`src/rtl/bip_control_unit_pkg.sv`:
```
`default_nettype none
// ============================================================================
//  Module      : bip_control_unit_pkg
//  Description : Shared definitions for the accumulator-CPU control unit.
//                Holds the opcode values, the Sel_A and Alu_Op encodings and
//                the FSM state encoding used by the decoder and the sequencer.
//  Revision    : 1.0  initial release
// ============================================================================
package bip_control_unit_pkg;

    // Width of the opcode field at the top of the instruction word
    localparam int c_OPC_W = 5;

    // Opcodes; everything from 5'b01000 upward executes as a NOP
    localparam logic [c_OPC_W-1:0] c_OP_HLT  = 5'b00000;
    localparam logic [c_OPC_W-1:0] c_OP_STO  = 5'b00001;
    localparam logic [c_OPC_W-1:0] c_OP_LD   = 5'b00010;
    localparam logic [c_OPC_W-1:0] c_OP_LDI  = 5'b00011;
    localparam logic [c_OPC_W-1:0] c_OP_ADD  = 5'b00100;
    localparam logic [c_OPC_W-1:0] c_OP_ADDI = 5'b00101;
    localparam logic [c_OPC_W-1:0] c_OP_SUB  = 5'b00110;
    localparam logic [c_OPC_W-1:0] c_OP_SUBI = 5'b00111;

    // Accumulator source select
    localparam logic [1:0] c_SEL_A_RAM = 2'd0;
    localparam logic [1:0] c_SEL_A_IMM = 2'd1;
    localparam logic [1:0] c_SEL_A_ALU = 2'd2;

    // ALU operand-B select
    localparam logic c_SEL_B_RAM = 1'b0;
    localparam logic c_SEL_B_IMM = 1'b1;

    // ALU operation
    localparam logic c_ALU_ADD = 1'b0;
    localparam logic c_ALU_SUB = 1'b1;

    // Sequencer states
    typedef enum logic [1:0] {
        ST_IDLE   = 2'd0,
        ST_RUN    = 2'd1,
        ST_HALTED = 2'd2
    } state_t;

endpackage : bip_control_unit_pkg
`default_nettype wire

```
`src/rtl/bip_control_unit_decoder.sv`:
```
`default_nettype none
// ============================================================================
//  Module      : bip_decoder
//  Description : Purely combinational opcode decoder. Produces the raw
//                datapath controls for one instruction; gating by the
//                sequencer state is done in the top level.
//  Ports       : i_opcode  - 5-bit opcode field
//                o_sel_a   - accumulator source (RAM / immediate / ALU)
//                o_sel_b   - ALU operand B (RAM / immediate)
//                o_alu_op  - add / subtract
//                o_wr_acc  - accumulator write
//                o_wr_ram  - data RAM write
//                o_rd_ram  - data RAM read
//                o_is_hlt  - instruction is HLT
//  Revision    : 1.0  initial release
// ============================================================================
module bip_decoder
    import bip_control_unit_pkg::*;
(
    input  logic [c_OPC_W-1:0] i_opcode,
    output logic [1:0]         o_sel_a,
    output logic               o_sel_b,
    output logic               o_alu_op,
    output logic               o_wr_acc,
    output logic               o_wr_ram,
    output logic               o_rd_ram,
    output logic               o_is_hlt
);

    always_comb begin
        o_sel_a  = c_SEL_A_RAM;
        o_sel_b  = c_SEL_B_RAM;
        o_alu_op = c_ALU_ADD;
        o_wr_acc = 1'b0;
        o_wr_ram = 1'b0;
        o_rd_ram = 1'b0;
        o_is_hlt = 1'b0;

        case (i_opcode)
            c_OP_HLT: begin
                o_is_hlt = 1'b1;
            end
            c_OP_STO: begin
                o_wr_ram = 1'b1;
            end
            c_OP_LD: begin
                o_rd_ram = 1'b1;
                o_sel_a  = c_SEL_A_RAM;
                o_wr_acc = 1'b1;
            end
            c_OP_LDI: begin
                o_sel_a  = c_SEL_A_IMM;
                o_wr_acc = 1'b1;
            end
            c_OP_ADD: begin
                o_rd_ram = 1'b1;
                o_sel_a  = c_SEL_A_ALU;
                o_sel_b  = c_SEL_B_RAM;
                o_alu_op = c_ALU_ADD;
                o_wr_acc = 1'b1;
            end
            c_OP_ADDI: begin
                o_sel_a  = c_SEL_A_ALU;
                o_sel_b  = c_SEL_B_IMM;
                o_alu_op = c_ALU_ADD;
                o_wr_acc = 1'b1;
            end
            c_OP_SUB: begin
                o_rd_ram = 1'b1;
                o_sel_a  = c_SEL_A_ALU;
                o_sel_b  = c_SEL_B_RAM;
                o_alu_op = c_ALU_SUB;
                o_wr_acc = 1'b1;
            end
            c_OP_SUBI: begin
                o_sel_a  = c_SEL_A_ALU;
                o_sel_b  = c_SEL_B_IMM;
                o_alu_op = c_ALU_SUB;
                o_wr_acc = 1'b1;
            end
            default: begin
                // Unassigned opcodes are NOPs: no strobes, PC still advances
            end
        endcase
    end

endmodule : bip_decoder
`default_nettype wire

```
`src/rtl/bip_control_unit.sv`:
```
`default_nettype none
// ============================================================================
//  Module      : bip_control_unit
//  Description : Sequencer for the accumulator CPU. Owns the program counter,
//                the IDLE/RUN/HALTED state machine and the RUN cycle counter;
//                issues one instruction per clock while running.
//  Ports       : Clk, Reset (sync, active high), Start
//                Instr       - word read combinationally at Pc_Addr
//                Pc_Addr     - program counter
//                Operand     - low ADDR_BUS bits of Instr
//                Sel_A/Sel_B/Alu_Op/Wr_Acc/Wr_Ram/Rd_Ram - datapath strobes
//                Running/Done - state status, Cycle_Count - clocks in RUN
//  Revision    : 1.0  initial release
// ============================================================================
module bip_control_unit
    import bip_control_unit_pkg::*;
#(
    parameter int ADDR_BUS  = 11,
    parameter int DATA_SIZE = 16,
    parameter int CNT_WIDTH = 16
) (
    input  logic                 Clk,
    input  logic                 Reset,
    input  logic                 Start,
    input  logic [DATA_SIZE-1:0] Instr,
    output logic [ADDR_BUS-1:0]  Pc_Addr,
    output logic [ADDR_BUS-1:0]  Operand,
    output logic [1:0]           Sel_A,
    output logic                 Sel_B,
    output logic                 Alu_Op,
    output logic                 Wr_Acc,
    output logic                 Wr_Ram,
    output logic                 Rd_Ram,
    output logic                 Running,
    output logic                 Done,
    output logic [CNT_WIDTH-1:0] Cycle_Count
);

    state_t                r_state;
    state_t                w_next_state;
    logic [ADDR_BUS-1:0]   r_pc;
    logic [ADDR_BUS-1:0]   w_next_pc;
    logic [CNT_WIDTH-1:0]  r_cnt;
    logic [CNT_WIDTH-1:0]  w_next_cnt;

    logic [1:0]            w_dec_sel_a;
    logic                  w_dec_sel_b;
    logic                  w_dec_alu_op;
    logic                  w_dec_wr_acc;
    logic                  w_dec_wr_ram;
    logic                  w_dec_rd_ram;
    logic                  w_dec_is_hlt;
    logic                  w_run;

    bip_decoder u_decoder (
        .i_opcode (Instr[DATA_SIZE-1 -: c_OPC_W]),
        .o_sel_a  (w_dec_sel_a),
        .o_sel_b  (w_dec_sel_b),
        .o_alu_op (w_dec_alu_op),
        .o_wr_acc (w_dec_wr_acc),
        .o_wr_ram (w_dec_wr_ram),
        .o_rd_ram (w_dec_rd_ram),
        .o_is_hlt (w_dec_is_hlt)
    );

    always_ff @(posedge Clk) begin
        if (Reset) begin
            r_state <= ST_IDLE;
            r_pc    <= '0;
            r_cnt   <= '0;
        end else begin
            r_state <= w_next_state;
            r_pc    <= w_next_pc;
            r_cnt   <= w_next_cnt;
        end
    end

    always_comb begin
        w_next_state = r_state;
        w_next_pc    = r_pc;
        w_next_cnt   = r_cnt;

        case (r_state)
            ST_IDLE: begin
                if (Start) begin
                    w_next_state = ST_RUN;
                end
            end
            ST_RUN: begin
                // The HLT cycle itself is a RUN clock and is counted
                if (r_cnt != {CNT_WIDTH{1'b1}}) begin
                    w_next_cnt = r_cnt + CNT_WIDTH'(1);
                end
                if (w_dec_is_hlt) begin
                    w_next_state = ST_HALTED;
                end else begin
                    // Natural wrap from the last address back to 0
                    w_next_pc = r_pc + ADDR_BUS'(1);
                end
            end
            ST_HALTED: begin
                // Sticky until Reset; Start is ignored
            end
            default: begin
                w_next_state = ST_IDLE;
            end
        endcase
    end

    assign w_run = (r_state == ST_RUN);

    // Strobes are only meaningful while executing; elsewhere drive neutral
    always_comb begin
        Sel_A  = w_run ? w_dec_sel_a  : c_SEL_A_RAM;
        Sel_B  = w_run ? w_dec_sel_b  : c_SEL_B_RAM;
        Alu_Op = w_run ? w_dec_alu_op : c_ALU_ADD;
        Wr_Acc = w_run & w_dec_wr_acc;
        Wr_Ram = w_run & w_dec_wr_ram;
        Rd_Ram = w_run & w_dec_rd_ram;
    end

    assign Pc_Addr     = r_pc;
    assign Operand     = Instr[ADDR_BUS-1:0];
    assign Running     = w_run;
    assign Done        = (r_state == ST_HALTED);
    assign Cycle_Count = r_cnt;

endmodule : bip_control_unit
`default_nettype wire

```
`config.mk`:
```
export PLATFORM = sky130hd
export DESIGN_NAME = bip_control_unit
export DESIGN_NICKNAME = d
export VERILOG_FILES = /design/src/rtl/bip_control_unit_pkg.sv /design/src/rtl/bip_control_unit_decoder.sv /design/src/rtl/bip_control_unit.sv
export SDC_FILE = /design/constraint.sdc
export NUM_CORES = 1
export LEC_CHECK = 0
export ABC_AREA = 1
export BUFFER_PORTS_ARGS = -buffer_cell sky130_fd_sc_hd__buf_2
export CAP_MARGIN = 10
export CORE_ASPECT_RATIO = 0.6
export CORE_UTILIZATION = 40
export CTS_CLUSTER_DIAMETER = 120
export DETAILED_ROUTE_END_ITERATION = 12
export GPL_TIMING_DRIVEN = 0
export PLACE_DENSITY = 0.71
export SETUP_SLACK_MARGIN = 0.05
export SYNTH_ARGS = -nofsm -noshare
export SYNTH_HDL_FRONTEND = slang
export SYNTH_SLANG_ARGS = --single-unit
```
`constraint.sdc`:
```
create_clock -name Clk -period 3.9 [get_ports Clk]
set_input_delay 0 -clock Clk [delete_from_list [all_inputs] [get_ports Clk]]
set_output_delay 0 -clock Clk [all_outputs]
set_load 0.02 [all_outputs]
```
==> results_dict.tcl <==
set metrics [dict create \
    hpwl_microns 3580 \
    ys_seq_area_share_pct 31.8 \
    min_period_ns 1.55 \
    yosys.area.top_type "dfxtp_1" \
    ys_top_cells_by_area "dfxtp_1, nor2_1, nand2_1, nand3_1, inv_1" \
    avgSynthCellArea_sq_um 6.36 \
    clk_pin_slew_ns 0.06 \
    endpoint_kind "register" \
    initial_core_util_pct 43.1 \
    hold_ws_ns 0.148 \
    syn2layout_area_growth_pct 25.1 \
    p_per_area_mw_per_mm2 278 \
    worstPathCellList "ha_1 -> nand3_2 -> inv_2 -> nand3_1 -> nor2_1 -> nor2_1 -> nor2_1 -> nor2_1" \
    grt_pass1_wl_microns 6890 \
    ys_ff_latch 29 \
    routabilityCongestion 0.882 \
    grt_pass1_vias 1508 \
    irDropWorstVdd_v 0.000203 \
    rsz0062_at_grt "false" \
    critical-path-max-stage-delay_ns 0.42 \
    antenna_found_initial 0 \
    cp_data_arrival_time_ns 1.72 \
    ys_types 28 \
    yosysWarnings 0 \
    cts_root_buf "clkbuf_8" \
    grt-ovfl-total 0 \
    grt_max_degree 11 \
    viasPerCell 4.75 \
    synthesis.nets 308 \
    n_antenna_cell 0 \
    portBuffers 54 \
    hp-class "input pin to register" \
    dieArea_sq_mm 0.00485 \
    dpl.cell_count 401 \
    clk_latency_ns 0.27 \
    worstMarginPinSlew_ns 0.389 \
    path_common_cell "nor2_1" \
    post_drt_wl_per_cell_microns 11.1 \
    drtAntennaViolNets 0 \
    worstReg2RegStart "Cycle_Count[0]" \
    finalCritPeriodShare_pct 39.8 \
    cts.sink_count 29 \
    cts_setup_buffers 0 \
    routed_wl_microns 4580 \
    crit_path_top_delay_cell "dfxtp_1" \
    cts_tree "done" \
    die_w_microns 89.2 \
    vias 1957 \
    cts_made_buffers 5 \
    die_y_microns 54.3 \
    drcViolationCount 0 \
    syn_area_sq_mm 0.00183 \
    fin_util_pct 54.0 \
    crit_start "Cycle_Count[0]" \
    core-area_sq_mm 0.00423 \
    drt_iter0_markers 73 \
    rows 18 \
    worst-path-max-fanout 6 \
    drv_cap 0 \
    stdcell_count 412 \
    min_from "Instr[15]" \
    fin_tns_setup_ns 0 \
    cts.path.max_buffers 2 \
    finalMaxSlewViolations 0 \
    firstDrtPassIters 4 \
    p_leak_nw 1.08 \
    htree_levels 2 \
    grt_usage_pct 19.1 \
    final_nets 372 \
    drive_above_1_share_pct 28.4 \
    cp_data_required_time_ns 4.07 \
    status "finished, final reports clean" \
    crit_type "register to register" \
    netlist_instances 287 \
    finalHoldViolations 0 \
    setup_viol 0 \
    max_slew_margin_pct 73.9 \
    fin_skew_ns 0.00346 \
    start_kind "register" \
    clock.fmax_ghz 0.645 \
    synth_top_cell_area_share_pct 31.8 \
    io_pins 66 \
]
-- placed cells by master, fill, tap and decap left out, types with 2 or more instances in the layout --
cell / count
nand2_4: 2
nor3_2: 2
nand4_1: 4
clkinv_2: 2
dfxtp_1: 29
ha_1: 2
nor2_2: 3
nand3_1: 20
nand2_1: 64
clkbuf_8: 5
and2_1: 2
nor3_1: 7
nand2_2: 5
nand3_2: 3
nor4_1: 4
buf_4: 11
dlygate4sd3_1: 3
inv_2: 4
nor2_1: 69
nor2_4: 2
buf_6: 2
o21ai_0: 5
a21oi_1: 13
inv_1: 25
buf_2: 57
-- report_power, final --
group	internal (W)	switching (W)	leakage, nW
Clock	0.000123	0.000114	0.0450
Sequential	0.000302	0.00000625	0.235
Combinational	0.0000347	0.0000546	0.796
-- through the flow --
step / setup WS (ns) / area, sq um / power, W
floorplan: 2.29 / 1830 / 0.000375
global placement: 2.40 / 2170 / 0.000400
detailed placement: 2.38 / 2170 / 0.000401
CTS: 2.37 / 2280 / 0.000641
global route: 2.22 / 2280 / 0.000669
finish: 2.35 / 2280 / 0.000634
-- flip-flops by register name, indices dropped and copies added, names as in the netlist --
name and flops:
r_state 2, Cycle_Count 16, Pc_Addr 11
-- worst max-delay path, delay by kind of cell, from the launching register on --
kind,cells,cell delay [ns]
flip-flops,1,0.42
buffers and inverters,1,0.13
AND/OR/NAND/NOR,6,0.70
adder cells (fa/ha/maj),1,0.21
-- repair_timing --
action,in CTS,in global routing
hold buffers,3,0
gates resized for setup,0,0
hold endpoints to repair,5,0
-- Yosys cell counts --
cell and instances:
buf_6 2, inv_2 4, nor3_2 2, nand2_1 64
and3_1 1, o21ai_0 5, inv_6 1, nand3_2 3
nand4_1 4, nor3_1 7, nor4_1 4, buf_4 11
dfxtp_1 29, nand4_4 1, nand2_2 5, a21oi_1 13
and2_1 2, nor2_4 2, buf_2 3, o21bai_1 1
xor2_1 1, nor2_2 3, nand3_1 20, nand2_4 2
inv_1 25, nand3b_1 1, ha_1 2, nor2_1 69
-- area by class of cell --
cell class	count	area, sq um
multi-input combinational	212	1010
tap	60	75.1
clock inverter	2	10.0
inverter	30	118
fill	451	1950
clock buffer	6	72.6
buffer	16	120
sequential	29	581
timing repair buffer	57	300
-- logic make-up (layout without fill, tap and decap cells) --
family	count (synthesis)	in the layout	share of synthesized area (%)
buf+inv	46	111	13.0
xor+xnor	1	1	0.480
simple gates	190	190	48.0
flops	29	29	31.8
compound gates	19	19	5.34
fa+ha+maj	2	2	1.37
-- per-layer routing --
layer	up-vias	global-route usage [%]	routed length [microns]
met4	0	3.17	12
met3	2	5.58	375
met2	63	27.6	1830
li1	1028	-	-
met5	-	0	0
met1	864	28.2	2360
-- final timing paths --
check	endpoint	slack (ns)	cells after the start
worst min-delay path	r_state[1]	0.15	6
worst max register to register	Cycle_Count[1]	2.35	8
worst max-delay path	Cycle_Count[1]	2.35	8
worst min register to register	Pc_Addr[7]	0.49	2
No activity file was read; power rests on OpenSTA's default activity.
